`config.mk`:
```
export PLATFORM = sky130hd
export DESIGN_NAME = byte_ram_master
export DESIGN_NICKNAME = d
export VERILOG_FILES = /design/src/rtl/byte_ram_pkg.sv /design/src/rtl/byte_ram_master.sv
export SDC_FILE = /design/constraint.sdc
export NUM_CORES = 1
export LEC_CHECK = 0
export ABC_AREA = 1
export ABC_CLOCK_PERIOD_IN_PS = 1300
export CORE_MARGIN = 4
export CORE_UTILIZATION = 40
export DETAILED_ROUTE_END_ITERATION = 10
export PLACE_DENSITY_LB_ADDON = 0.25
export SYNTH_ARGS = -nofsm -noshare
export SYNTH_HDL_FRONTEND = slang
export SYNTH_SLANG_ARGS = --single-unit
```
`constraint.sdc`:
```
create_clock -name clk -period 1.3 [get_ports clk]
set_clock_uncertainty 0.05 [all_clocks]
set_input_delay 0.325 -clock clk [delete_from_list [all_inputs] [get_ports clk]]
set_output_delay 0.325 -clock clk [all_outputs]
set_load 0.02 [all_outputs]
```
`src/rtl/byte_ram_pkg.sv`:
```
// Shared types and lane helpers for byte_ram_master.
// The HOLD state exists only when BYTE_RAM_COALESCE_EN is defined.
package byte_ram_pkg;

`ifdef BYTE_RAM_COALESCE_EN
  typedef enum logic [1:0] {
    IDLE    = 2'd0,
    HOLD    = 2'd1,
    RD_WAIT = 2'd2,
    RD_RESP = 2'd3
  } state_e;
`else
  typedef enum logic [1:0] {
    IDLE    = 2'd0,
    RD_WAIT = 2'd2,
    RD_RESP = 2'd3
  } state_e;
`endif

  localparam logic       LANE0   = 1'b0;
  localparam logic       LANE1   = 1'b1;
  localparam logic [1:0] BE_NONE = 2'b00;
  localparam logic [1:0] BE_LO   = 2'b01;
  localparam logic [1:0] BE_HI   = 2'b10;
  localparam logic [1:0] BE_ALL  = 2'b11;

  function automatic logic [1:0] lane_be(input logic lane);
    if (lane == LANE1) begin
      return BE_HI;
    end else begin
      return BE_LO;
    end
  endfunction

  // Byte placed in its lane, the other lane zero.
  function automatic logic [15:0] lane_data(input logic lane, input logic [7:0] b);
    if (lane == LANE1) begin
      return {b, 8'h00};
    end else begin
      return {8'h00, b};
    end
  endfunction

  function automatic logic [7:0] lane_pick(input logic lane, input logic [15:0] w);
    if (lane == LANE1) begin
      return w[15:8];
    end else begin
      return w[7:0];
    end
  endfunction

endpackage

```
`src/rtl/byte_ram_master.sv`:
```
// Byte-request master for a 16-bit byte-enable RAM; pairs adjacent byte writes
// into one word write when BYTE_RAM_COALESCE_EN is defined.
module byte_ram_master
  import byte_ram_pkg::*;
#(
  parameter int ADDR_W   = 3,
  parameter int HOLD_CYC = 4
) (
  input  logic              clk,
  input  logic              rst_n,
  input  logic              req_valid,
  output logic              req_ready,
  input  logic              req_write,
  input  logic [ADDR_W:0]   req_addr,
  input  logic [7:0]        req_wdata,
  output logic              rsp_valid,
  output logic [7:0]        rsp_rdata,
  output logic              mem_we,
  output logic [1:0]        mem_byte_en,
  output logic [ADDR_W-1:0] mem_addr,
  output logic [15:0]       mem_data_in,
  input  logic [15:0]       mem_data_out
);

  state_e            state_r;
  state_e            state_s;
  logic              lane_r;
  logic [ADDR_W-1:0] req_word_s;
  logic              req_lane_s;
  logic              we_s;
  logic [1:0]        be_s;
  logic [ADDR_W-1:0] addr_s;
  logic [15:0]       data_s;
  logic              rsp_valid_s;
  logic [7:0]        rsp_rdata_s;

`ifdef BYTE_RAM_COALESCE_EN
  localparam int CNT_W = (HOLD_CYC <= 1) ? 1 : $clog2(HOLD_CYC);

  logic [CNT_W-1:0]  hold_cnt_r;
  logic [ADDR_W-1:0] pend_word_r;
  logic [7:0]        pend_byte_r;
  logic              mergeable_s;
  logic              timeout_s;

  assign mergeable_s = req_valid & req_write & (req_word_s == pend_word_r) & (req_lane_s != lane_r);
  assign timeout_s   = (hold_cnt_r == CNT_W'(HOLD_CYC - 1));
`endif

  assign req_word_s = req_addr[ADDR_W:1];
  assign req_lane_s = req_addr[0];

  // State register
  always_ff @(posedge clk or negedge rst_n) begin
    if (!rst_n) begin
      state_r <= IDLE;
    end else begin
      state_r <= state_s;
    end
  end

  // Next-state logic
  always_comb begin
    state_s = state_r;
    case (state_r)
      IDLE: begin
        if (req_valid && !req_write) begin
          state_s = RD_WAIT;
`ifdef BYTE_RAM_COALESCE_EN
        end else if (req_valid) begin
          state_s = HOLD;
`endif
        end else begin
          state_s = IDLE;
        end
      end
`ifdef BYTE_RAM_COALESCE_EN
      // Any request (merged or not) or a timeout resolves the pending byte.
      HOLD: begin
        if (req_valid || timeout_s) begin
          state_s = IDLE;
        end else begin
          state_s = HOLD;
        end
      end
`endif
      RD_WAIT: state_s = RD_RESP;
      RD_RESP: state_s = IDLE;
      default: state_s = IDLE;
    endcase
  end

  // Handshake and next values of the registered outputs
  always_comb begin
    req_ready   = 1'b0;
    we_s        = 1'b0;
    be_s        = BE_NONE;
    addr_s      = mem_addr;
    data_s      = 16'h0000;
    rsp_valid_s = 1'b0;
    rsp_rdata_s = rsp_rdata;
    case (state_r)
      IDLE: begin
        req_ready = rst_n;
        if (req_valid) begin
          addr_s = req_word_s;
`ifndef BYTE_RAM_COALESCE_EN
          we_s   = req_write;
          be_s   = req_write ? lane_be(req_lane_s) : BE_NONE;
          data_s = req_write ? lane_data(req_lane_s, req_wdata) : 16'h0000;
`endif
        end else begin
          addr_s = mem_addr;
        end
      end
`ifdef BYTE_RAM_COALESCE_EN
      HOLD: begin
        req_ready = rst_n & mergeable_s;
        addr_s    = pend_word_r;
        if (mergeable_s) begin
          we_s   = 1'b1;
          be_s   = BE_ALL;
          data_s = lane_data(lane_r, pend_byte_r) | lane_data(req_lane_s, req_wdata);
        end else if (req_valid || timeout_s) begin
          we_s   = 1'b1;
          be_s   = lane_be(lane_r);
          data_s = lane_data(lane_r, pend_byte_r);
        end else begin
          we_s = 1'b0;
        end
      end
`endif
      RD_RESP: begin
        rsp_valid_s = 1'b1;
        rsp_rdata_s = lane_pick(lane_r, mem_data_out);
      end
      default: begin
        req_ready = 1'b0;
      end
    endcase
  end

  // Registered RAM and response outputs
  always_ff @(posedge clk or negedge rst_n) begin
    if (!rst_n) begin
      mem_we      <= 1'b0;
      mem_byte_en <= 2'b00;
      mem_addr    <= '0;
      mem_data_in <= 16'h0000;
      rsp_valid   <= 1'b0;
      rsp_rdata   <= 8'h00;
    end else begin
      mem_we      <= we_s;
      mem_byte_en <= be_s;
      mem_addr    <= addr_s;
      mem_data_in <= data_s;
      rsp_valid   <= rsp_valid_s;
      rsp_rdata   <= rsp_rdata_s;
    end
  end

  // Request capture: lane for reads, pending byte for held writes
  always_ff @(posedge clk or negedge rst_n) begin
    if (!rst_n) begin
      lane_r <= LANE0;
`ifdef BYTE_RAM_COALESCE_EN
      pend_word_r <= '0;
      pend_byte_r <= 8'h00;
`endif
    end else if (state_r == IDLE && req_valid) begin
      lane_r <= req_lane_s;
`ifdef BYTE_RAM_COALESCE_EN
      pend_word_r <= req_word_s;
      pend_byte_r <= req_wdata;
`endif
    end
  end

`ifdef BYTE_RAM_COALESCE_EN
  // Consecutive idle cycles spent in HOLD
  always_ff @(posedge clk or negedge rst_n) begin
    if (!rst_n) begin
      hold_cnt_r <= '0;
    end else if (state_r == HOLD && !req_valid && !timeout_s) begin
      hold_cnt_r <= hold_cnt_r + 1'b1;
    end else begin
      hold_cnt_r <= '0;
    end
  end
`endif

endmodule
```
# Word-level counts from Yosys, hierarchy flattened

Cells that the tools add are included.

Register bits after elaboration: 34
Latch bits: 0
RAM bits: 0
Bits in read-only memories: 0
Input bits: 32
Output and inout bits: 32
Word-level logic and storage cells: 30
Memories kept: 0

Add/subtract/negate cells: 0
Multiply operators: 0
Divide/modulo/power cells: 0
Magnitude comparators: 0
Equal/unequal tests: 2
Shift-type cells: 0
Mux-type cells: 15
Bitwise gates (word level): 0
Reduce and logical (&&, ||, !) cells: 5

Operators by type and width:

| operator                                   | count |
|---|---|
| 2-to-1 mux 16 bit                          | 4 |
| 2-to-1 mux 2 bit                           | 5 |
| 2-to-1 mux 8 bit                           | 1 |
| equality test 2 bit, second input constant | 2 |
| 2-to-1 mux 1 bit                           | 4 |
| case mux 2 bit (2 select lines)            | 1 |
| logical AND 1 bit                          | 2 |
| zero test 2 bit                            | 1 |
| AND reduction 2 bit                        | 1 |
| zero test 1 bit                            | 1 |

# Longest topological paths before layout

Gate-level depths: netlist of the first run.

Depth in word-level cells: 4
Depth in mapped cells: 6

# Worst setup path before layout of the first run

OpenSTA, ideal clock, no wires.

Path type: reg2out
From: reg state_r[1]
To: out req_ready
Arrival time: 1084 ps
Data required time: 925 ps
Path slack: -159 ps
Cell stages (with the launch flop): 5
Path buffers: 1
Cell sequence: dfrtp_1 > nor2_4 > inv_2 > buf_6 > nor2_1

Word-level cells in the longest chain between the ends: 2

Ends and longest elaborated chain:

| element                | RTL line               | source |
|---|---|---|
| start, declared        | byte_ram_master.sv:25  | `state_e state_r;` |
| start signal, assigned | byte_ram_master.sv:58  | `state_r <= state_s;` |
| zero test 2 bit        | byte_ram_master.sv:102 | `case (state_r)` |
| 2-to-1 mux 1 bit       | byte_ram_master.sv:102 |  |
| end, declared          | byte_ram_master.sv:12  | `output logic req_ready,` |

No other way between the ends.

# Worst setup path in the final report of the first run

From: in rst_n
To: out req_ready

Word-level cells in the longest chain between the ends: 1

Ends and longest elaborated chain:

| element          | RTL line               | source |
|---|---|---|
| start, declared  | byte_ram_master.sv:10  | `input logic rst_n,` |
| 2-to-1 mux 1 bit | byte_ram_master.sv:102 |  |

No other way between the ends.

==> reports/metrics.csv, run 1 <==
stage,metric,value,unit
synthesis,Synth top area share,0.623,
clock_network,Clock Path Buffers,2,
timing,RSZ-0062 raised after global routing,yes,
global_route,largest net degree at the start of global routing,35,
global_route,vias in the first global route,1295,
synthesis,list of most frequent post-synthesis cells,"nand2_1, dfrtp_1, nor2_1",
timing,fmax,671,MHz
timing,fin worst setup slack,-0.190,ns
timing,Final min period,1.49,ns
synthesis,Synth Register Bits,34,
worst_setup_path,"Max FO, Critical Path",2,
global_route,Overflow after GRT,0,
floorplanning,initial cell density of the core,0.433,
cells_and_area,diodes inserted,0,
synthesis,Synth async-reset ratio,1.00,
timing,Slew HR,0.727,
clock_network,CTS tree,built,
route,Routed Antenna Nets,0,
cells_and_area,Final nets,270,
power,Max VDD drop,0.00130,V
synthesis,Post-Synthesis Cells,151,
synthesis,Area contributors post-synth,"dfrtp_1, nand2_1, nand4_1",
placement,DP Cell Count,267,
timing,Final Hold Viols,0,
clock_network,CTS Sinks,34,
synthesis,Synth area leader,dfrtp_1,
route,WL final,3510,um
cells_and_area,Finished Core Util,0.690,
floorplanning,Row Count,20,
placement,Final Wtd Congestion,0.843,
clock_network,clk slew on worst S/H paths,0.10,ns
floorplanning,# IOs,64,
route,DRC errors left,0,
synthesis,most common cell in the netlist,nand2_1,
cells_and_area,share of cells above drive strength 1,0.285,
flow_run,# Max-Cap Violations,0,
route,WL/cell,12.4,um
route,DR iter-0 viols,37,
synthesis,syn_nets,183,
worst_setup_path,crit start category,input port,
cells_and_area,fin cells,283,
cells_and_area,Layout area overhead,59.3,%
timing,count of pins over their slew limit,0,
clock_network,CTS Root Cell,clkbuf_4,
synthesis,post-synthesis cell type count,14,
floorplanning,core box area,3150,um2
synthesis,Synth Flop Type,dfrtp_1,
route,vias,1324,
global_route,first-pass GRT wire length,5590,um
placement,port bufs,63,
worst_setup_path,CP required,0.93,ns
synthesis,sequential fraction of the synthesis area,0.623,
worst_setup_path,Critical Path AT,1.12,ns
clock_network,CTS buffer count,5,
timing,crit share post-route,1.15,
worst_setup_path,Crit. Startpoint,rst_n,
synthesis,average cell area after synthesis,9.04,um2
global_route,initial antenna violation count,0,
run_status,status,finished with violations,
timing,setup TNS,-0.190,ns
synthesis,cell area after synthesis,1370,um2
clock_network,Worst-Skew Late Latency,0.33,ns
placement,detailed placement HPWL,2630,um
floorplanning,Die W,66.4,um
route,DR vias/cell,4.68,
worst_setup_path,path depth of the worst reg2reg path,6,
min_path,Tightest Hold Check Type,in -> async,
synthesis,Syn. warnings,0,
clock_network,CTS H-tree lvls,2,
worst_setup_path,crit path kind,in -> out,
floorplanning,die area,4410,um2
run_status,failing checks,setup timing,
global_route,gr usage total,0.172,
synthesis,"EDFF count, synth",0,
worst_setup_path,critical path endpoint,req_ready,
power,Power Dens Cells,1810,nW/um2
worst_setup_path,R2R Setup Slk,0.07,ns
route,drt first pass iters,4,
worst_setup_path,worst r2r dst,rsp_rdata[1],
floorplanning,die height,66.4,um
timing,Setup Viol. Count Final,1,
worst_setup_path,worst flop-to-flop path startpoint,state_r[0],
worst_setup_path,Worst Setup End Kind,primary output,
power,LEAKAGE,0.00119,uW
timing,Worst-Margin Slew,0.409,ns
[kinds of logic after synthesis]
group,Yosys count,share of synthesized area
DFF,34,0.623
AOI/OAI and AO/OA,1,0.00366
buffers and inverters,15,0.0541
and+or+nand+nor,101,0.319
[placed cells by master (no fill, tap or decap)]
cell type,instances
nor2_1,19
nand2_1,58
nand4_1,16
buf_12,1
clkinv_2,1
inv_1,5
buf_4,23
buf_6,10
clkbuf_1,1
nor2_4,2
nand2_4,1
clkinv_1,1
inv_2,2
a21oi_1,1
clkdlybuf4s50_1,31
clkbuf_4,5
buf_2,22
nand3_1,5
clkbuf_8,1
dfrtp_1,34
[worst max-delay path, cell delays in order]
cell and delay [ns]:
clkdlybuf4s50_1 0.49, inv_1 0.08, nor2_4 0.10, buf_6 0.12
[through the flow]
step / setup WS [ns] / hold slack (ns) / total power, uW / instance area (um2)
finish: -0.190 / 0.396 / 3930 / 2170
global route: -0.266 / 0.406 / 4220 / 2170
CTS: -0.198 / 0.396 / 3620 / 2060
detailed placement: -0.658 / 0.412 / 3200 / 2150
global placement: -0.682 / 0.410 / 3140 / 2150
floorplan: -0.0104 / -0.0206 / 2350 / 1370
[what timing repair did]
| action | in CTS | in global routing |
|---|---|---|
| pin swaps | 0 | 0 |
| gates cloned | 0 | 0 |
| hold endpoints to repair | 0 | 0 |
| endpoints found under the setup margin | 32 | 19 |
| hold buffers | 0 | 0 |
| buffers inserted | 1 | 7 |
| resized for setup | 130 | 19 |
[power by group]
| group | leakage, uW | total [uW] | switching [uW] | internal, uW |
|---|---|---|---|---|
| Sequential | 0.000451 | 1460 | 154 | 1310 |
| Clock | 0.0000353 | 591 | 329 | 262 |
| Combinational | 0.000704 | 1880 | 995 | 882 |
[layout make-up]
class	instances	area, um2
Tap cell	44	55.1
Clock inverter	1	5.00
Multi-Input combinational cell	102	453
Clock buffer	7	55.1
Sequential cell	34	851
Fill cell	257	978
Inverter	8	30.0
Timing Repair Buffer	87	726
[state kept, by name, indices dropped and copies added (netlist names)]
register / count
lane_r: 1
mem_addr: 3
mem_byte_en: 2
mem_data_in: 16
mem_we: 1
rsp_rdata: 8
rsp_valid: 1
state_r: 2
[how the worst min path moves through the flow]
stage                      startpoint        endpoint  slack [ns]  cells past startpoint
after floorplan                 rst_n          lane_r       -0.02                      0
after global placement    mem_addr[1]     mem_addr[1]        0.41                      2
after detailed placement  mem_addr[1]     mem_addr[1]        0.41                      2
final                           rst_n  mem_data_in[8]        0.40                      2
after CTS                       rst_n    rsp_rdata[5]        0.40                      2
after global routing            rst_n    rsp_rdata[5]        0.41                      2
[layer usage]
metal | up-vias | part of all wire | GRT usage
met2 | 49 | 0.53 | 0.302
met5 | - | 0 | 0
met3 | 7 | 0.075 | 0.0748
li1 | 655 | - | -
met1 | 613 | 0.39 | 0.178
met4 | 0 | 0.012 | 0.0660
Power figures use the tool's default switching activity.
==> run 2: changes to the inputs <==
Settings changed: GPL_TIMING_DRIVEN from default to 0.
==> run 2 against run 1 <==
The run ends with hold timing, setup timing left; count of clock-buffer cells in the layout unchanged; wire length up 2.8%; total power fell by 3.9%; clock power rose by 2%; register-to-register slack gained 0.04 ns; combinational power fell by 8%; sequential share of layout area increased by 2.3 points; cell count shrank 3.2%; sequential power hardly changed; sequential cell count did not move; largest power group unchanged.
==> reports/metrics.csv, run 2 (synthesis gave the netlist of run 1 again) <==
stage,metric,value,unit,change
worst_setup_path,R2R Setup Slk,0.11,ns,+0.04 ns
route,Routed Antenna Nets,0,,unchanged
run_status,failing checks,"hold timing, setup timing",,
clock_network,CTS H-tree lvls,2,,unchanged
cells_and_area,biggest registers after layout,"mem_data_in x16, rsp_rdata x8, mem_addr x3",,
clock_network,Worst-Skew Late Latency,0.34,ns,about the same
placement,Final Wtd Congestion,0.827,,-1.9%
cells_and_area,share of cells above drive strength 1,0.270,,-0.0150
timing,fmax,652,MHz,-2.9%
worst_setup_path,crit path kind,reg -> out,,
clock_network,CTS tree,built,,
floorplanning,core box area,3150,um2,unchanged
route,WL final,3610,um,+2.8%
cells_and_area,diodes inserted,0,,unchanged
timing,Final Hold Viols,34,,+34
cells_and_area,fin cells,274,,-3.2%
cells_and_area,Final nets,261,,-3.3%
timing,fin worst setup slack,-0.235,ns,-0.0448 ns
global_route,first-pass GRT wire length,5570,um,-0.38%
route,vias,1302,,-1.7%
cells_and_area,Fill cells,292,,+14%
cells_and_area,max reg flops,16,,unchanged
floorplanning,die area,4410,um2,unchanged
clock_network,CTS Root Cell,clkbuf_4,,
power,LEAKAGE,0.00112,uW,-5.5%
clock_network,Clock Path Buffers,2,,unchanged
global_route,initial antenna violation count,0,,unchanged
clock_network,CTS buffer count,5,,unchanged
flow_run,# Max-Cap Violations,0,,unchanged
route,DR iter-0 viols,25,,-32%
global_route,vias in the first global route,1229,,-5.1%
placement,DP Cell Count,257,,-3.7%
timing,Setup Viol. Count Final,1,,unchanged
route,WL/cell,13.2,um,+6.2%
timing,Worst-Margin Slew,0.413,ns,+0.00401 ns
worst_setup_path,"Slowest-stage cell, CP",dfrtp_1,,
power,Tot Pwr,3770,uW,-3.9%
clock_network,clk slew on worst S/H paths,0.10,ns,about the same
worst_setup_path,Critical Path AT,1.16,ns,+0.04 ns
timing,Slew HR,0.724,,-0.00267
worst_setup_path,Worst Setup End Kind,primary output,,
power,Max VDD drop,0.000923,V,-29%
cells_and_area,"most common cell after layout, fill and taps aside",nand2_1,,
worst_setup_path,CP required,0.93,ns,about the same
run_status,status,finished with violations,,
route,drt first pass iters,4,,unchanged
route,DRC errors left,0,,unchanged
floorplanning,# IOs,64,,unchanged
worst_setup_path,CP cell instances,"nor2_4, inv_6, nor2_4, buf_6",,
worst_setup_path,crit start category,flop,,
floorplanning,Die W,66.4,um,unchanged
floorplanning,Row Count,20,,unchanged
worst_setup_path,"Largest stage delay, worst path",0.42,ns,-0.07 ns
cells_and_area,Reg with most FFs,mem_data_in,,
timing,Final min period,1.53,ns,+0.0448 ns
worst_setup_path,"Max FO, Critical Path",2,,unchanged
power,Power Dens Cells,1840,nW/um2,+1.6%
clock_network,CTS Sinks,34,,unchanged
timing,count of pins over their slew limit,0,,unchanged
global_route,Overflow after GRT,0,,unchanged
timing,hold slack,-0.137,ns,-0.533 ns
cells_and_area,Layout area overhead,50.6,%,
floorplanning,die height,66.4,um,unchanged
worst_setup_path,Most common cell on crit path,nor2_4,,
placement,port bufs,62,,-1.6%
cells_and_area,"leading cell types in the layout, fill and taps excluded","nand2_1, dfrtp_1, buf_2",,
timing,RSZ-0062 raised after global routing,yes,,
route,DR vias/cell,4.75,,+1.6%
floorplanning,initial cell density of the core,0.433,,unchanged
timing,crit share post-route,1.18,,+0.0345
placement,detailed placement HPWL,2720,um,+3.3%
global_route,largest net degree at the start of global routing,36,,+2.9%
global_route,gr usage total,0.175,,+0.00296
min_path,Tightest Hold Check Type,in -> async,,
run 2: layer usage:
metal,vias up,part of all wire,GRT usage
li1,638,-,-
met1,606,0.39,0.197
met2,46,0.52,0.296
met3,12,0.063,0.0425
met4,0,0.031,0.104
met5,-,0,0
run 2: critical path: cells and delay by family, from the launching register on:
family / cells / cell delay [ns]
AND/OR/NAND/NOR: 2 / 0.24
flip-flops: 1 / 0.42
buffers and inverters: 2 / 0.16
run 2: cell type report:
| cell class | instances | area, um2 | area share |
|---|---|---|---|
| timing repair buffer | 72 | 573 | 0.279 |
| inverter | 8 | 35.0 | 0.0170 |
| tap | 44 | 55.1 | 0.0268 |
| clock inverter | 1 | 5.00 | 0.00243 |
| multi-input combinational | 102 | 448 | 0.218 |
| clock buffer | 7 | 55.1 | 0.0268 |
| sequential | 34 | 852 | 0.414 |
| buffer | 6 | 32.5 | 0.0158 |
run 2: per-stage QoR:
step | worst slack (ns) | setup TNS, ns | utilization | cell area (um2)
4_1_cts | -0.264 | -0.264 | 0.627 | 1980
5_1_grt | -0.319 | -0.364 | 0.652 | 2060
6_report | -0.235 | -0.235 | 0.652 | 2060
2_1_floorplan | -0.0104 | -0.0104 | - | 1370
3_5_place_dp | -0.920 | -3.64 | 0.648 | 2040
3_3_place_gp | -1.88 | -30.00 | 0.650 | 2050
run 2: where the power goes:
part           switching (uW)  leakage (uW)  total, uW  internal, uW
Combinational             987      0.000640       1730           739
Clock                     339     0.0000353        601           262
Sequential                137      0.000449       1450          1310
Total                    1460       0.00112       3770          2310
run 2: worst paths after layout:
path | start | to | cells past startpoint
max | state_r[1] | req_ready | 4
min | rst_n | mem_we | 1
max reg2reg | state_r[1] | mem_data_in[2] | 5
min reg2reg | rsp_rdata[3] | rsp_rdata[3] | 2
max in group asynchronous | rst_n | state_r[0] | 1
min in group clk | req_write | mem_data_in[15] | 3
run 2: timing repair:
action                                  CTS  global route
pin swaps                                 1             1
buffers inserted                          4             6
gates cloned                              0             0
resized for setup                       134            11
hold endpoints to repair                 34            34
endpoints found under the setup margin   32             9
==> run 3: changes to the inputs <==
Settings changed: SKIP_CTS_REPAIR_TIMING from default to 1.
==> run 3 against run 2 <==
The flow still finishes with violations (hold timing, setup timing); hold slack gained 0.038 ns; count of clock-buffer cells in the layout is the same; non-clock buffer count increased by 4; via count rose by 2.5%; die area stayed put; largest power group unchanged; clock power hardly changed; cell area up 1.7%; maximum frequency down 6.9%; wire length increased by 3.6%; first-iteration DRC count up 56%; utilization increased by 1.1 points; sequential cell count is the same.
==> reports/metrics.csv, run 3 (synthesis gave the netlist of run 1 again) <==
stage,metric,value,unit,change
cells_and_area,Finished Core Util,0.663,,+0.0111
power,Power Dens Cells,1870,nW/um2,+1.7%
worst_setup_path,CP required,0.93,ns,about the same
clock_network,CTS buffer count,5,,unchanged
clock_network,clk slew on worst S/H paths,0.10,ns,about the same
global_route,Most Crowded Layer GR,met2,,
cells_and_area,multi-input logic area,453,um2,+1.1%
clock_network,Worst-Skew Late Latency,0.34,ns,about the same
worst_setup_path,"Largest stage delay, worst path",0.44,ns,+0.02 ns
timing,Worst-Margin Slew,0.447,ns,+0.0335 ns
floorplanning,die height,66.4,um,unchanged
placement,Final Wtd Congestion,0.827,,unchanged
timing,fin worst setup slack,-0.349,ns,-0.114 ns
floorplanning,# IOs,64,,unchanged
global_route,M1 GR Usage,0.191,,-0.00658
global_route,gr usage total,0.173,,-0.00216
floorplanning,Die W,66.4,um,unchanged
route,Routed Antenna Nets,0,,unchanged
worst_setup_path,Critical Path AT,1.27,ns,+0.11 ns
cells_and_area,"leading cell types in the layout, fill and taps excluded","nand2_1, dfrtp_1, clkdlybuf4s50_1",,
floorplanning,Row Count,20,,unchanged
cells_and_area,fin cells,278,,+1.5%
cells_and_area,diodes inserted,0,,unchanged
cells_and_area,biggest registers after layout,"mem_data_in x16, rsp_rdata x8, mem_addr x3",,
floorplanning,core box area,3150,um2,unchanged
worst_setup_path,"Max FO, Critical Path",5,,+3
cells_and_area,area taken by flip-flops and latches,852,um2,unchanged
route,vias,1335,,+2.5%
global_route,Overflow after GRT,0,,unchanged
route,WL final,3740,um,+3.6%
route,drt first pass iters,5,,+1
cells_and_area,max reg flops,16,,unchanged
cells_and_area,Reg with most FFs,mem_data_in,,
clock_network,Clock Path Buffers,2,,unchanged
placement,DP Cell Count,257,,unchanged
timing,setup TNS,-0.349,ns,-0.114 ns
placement,port bufs,62,,unchanged
global_route,vias in the first global route,1246,,+1.4%
route,DRC errors left,0,,unchanged
flow_run,# Max-Cap Violations,0,,unchanged
cells_and_area,Layout area overhead,53.2,%,
placement,detailed placement HPWL,2720,um,unchanged
power,LEAKAGE,0.00112,uW,about the same
worst_setup_path,CP cell instances,"nor2_4, clkinv_4, nor2_4, buf_6",,
timing,Setup Viol. Count Final,1,,unchanged
run_status,failing checks,"hold timing, setup timing",,
worst_setup_path,Worst Setup End Kind,primary output,,
global_route,largest net degree at the start of global routing,36,,unchanged
power,Max VDD drop,0.000977,V,+5.8%
worst_setup_path,crit path kind,reg -> out,,
worst_setup_path,Most common cell on crit path,nor2_4,,
timing,Slew HR,0.702,,-0.0224
run_status,status,finished with violations,,
route,DR iter-0 viols,39,,+56%
clock_network,CTS Sinks,34,,unchanged
route,DR vias/cell,4.80,,+1.1%
timing,RSZ-0062 raised after global routing,yes,,
worst_setup_path,"Slowest-stage cell, CP",dfrtp_2,,
cells_and_area,Fill cells,288,,-1.4%
global_route,met3 Use GR,0.0408,,-0.00170
timing,count of pins over their slew limit,0,,unchanged
clock_network,CTS tree,built,,
floorplanning,die area,4410,um2,unchanged
clock_network,CTS H-tree lvls,2,,unchanged
floorplanning,initial cell density of the core,0.433,,unchanged
clock_network,CTS Root Cell,clkbuf_4,,
global_route,Global Route met2 Usage,0.299,,+0.00248
cells_and_area,share of cells above drive strength 1,0.291,,+0.0210
timing,Final min period,1.65,ns,+0.114 ns
cells_and_area,"most common cell after layout, fill and taps aside",nand2_1,,
timing,fmax,606,MHz,-6.9%
cells_and_area,Final nets,265,,+1.5%
route,WL/cell,13.4,um,+2.1%
timing,crit share post-route,1.27,,+0.0876
timing,hold slack,-0.0988,ns,+0.0382 ns
global_route,initial antenna violation count,0,,unchanged
min_path,Tightest Hold Check Type,in -> async,,
worst_setup_path,crit start category,flop,,
global_route,first-pass GRT wire length,5520,um,-0.86%
timing,Final Hold Viols,34,,unchanged
==> run 3: worst paths after layout <==
check | slack [ns] | startpoint | endpoint | depth (start not counted)
max reg2reg | 0.04 | state_r[0] | mem_data_in[2] | 5
max | -0.35 | state_r[0] | req_ready | 4
min | -0.1 | rst_n | lane_r | 1
max in group asynchronous | 0.96 | rst_n | state_r[0] | 1
min reg2reg | 0.44 | rsp_rdata[3] | rsp_rdata[3] | 2
min in group clk | 0.27 | req_write | mem_data_in[15] | 3
==> run 3: through the flow <==
step / worst slack (ns) / power [uW] / cell area [um2] / hold slack (ns)
detailed placement: -0.920 / 3090 / 2040 / 0.374
CTS: -1.01 / 3700 / 2100 / -0.00595
global route: -0.447 / 4160 / 2090 / -0.0917
global placement: -1.88 / 3030 / 2050 / 0.411
floorplan: -0.0104 / 2350 / 1370 / -0.0206
finish: -0.349 / 3900 / 2090 / -0.0988
==> run 3: final cells by class <==
| cell class | count | share of cell area |
|---|---|---|
| Buffer | 6 | 0.0156 |
| Clock buffer | 7 | 0.0263 |
| Clock inverter | 1 | 0.00239 |
| Inverter | 8 | 0.0168 |
| Multi-Input combinational cell | 102 | 0.217 |
| Sequential cell | 34 | 0.408 |
| Tap cell | 44 | 0.0263 |
| Timing Repair Buffer | 76 | 0.288 |
==> run 3: report_power, final <==
group	switching, uW	internal [uW]	total (uW)
Sequential	147	1310	1460
Clock	339	262	601
Combinational	1020	827	1850
Total	1510	2400	3900
==> run 3: layer usage <==
layer / up-vias / routed length, um
li1: 646 / -
met1: 626 / 1450
met2: 49 / 1950
met3: 14 / 230
met4: 0 / 106
met5: - / 0
==> run 3: worst max-delay path: cells and delay by family (launching register included) <==
| kind | cells | cell delay (ns) |
|---|---|---|
| AND/OR/NAND/NOR | 2 | 0.29 |
| buffers and inverters | 2 | 0.22 |
| flip-flops | 1 | 0.44 |
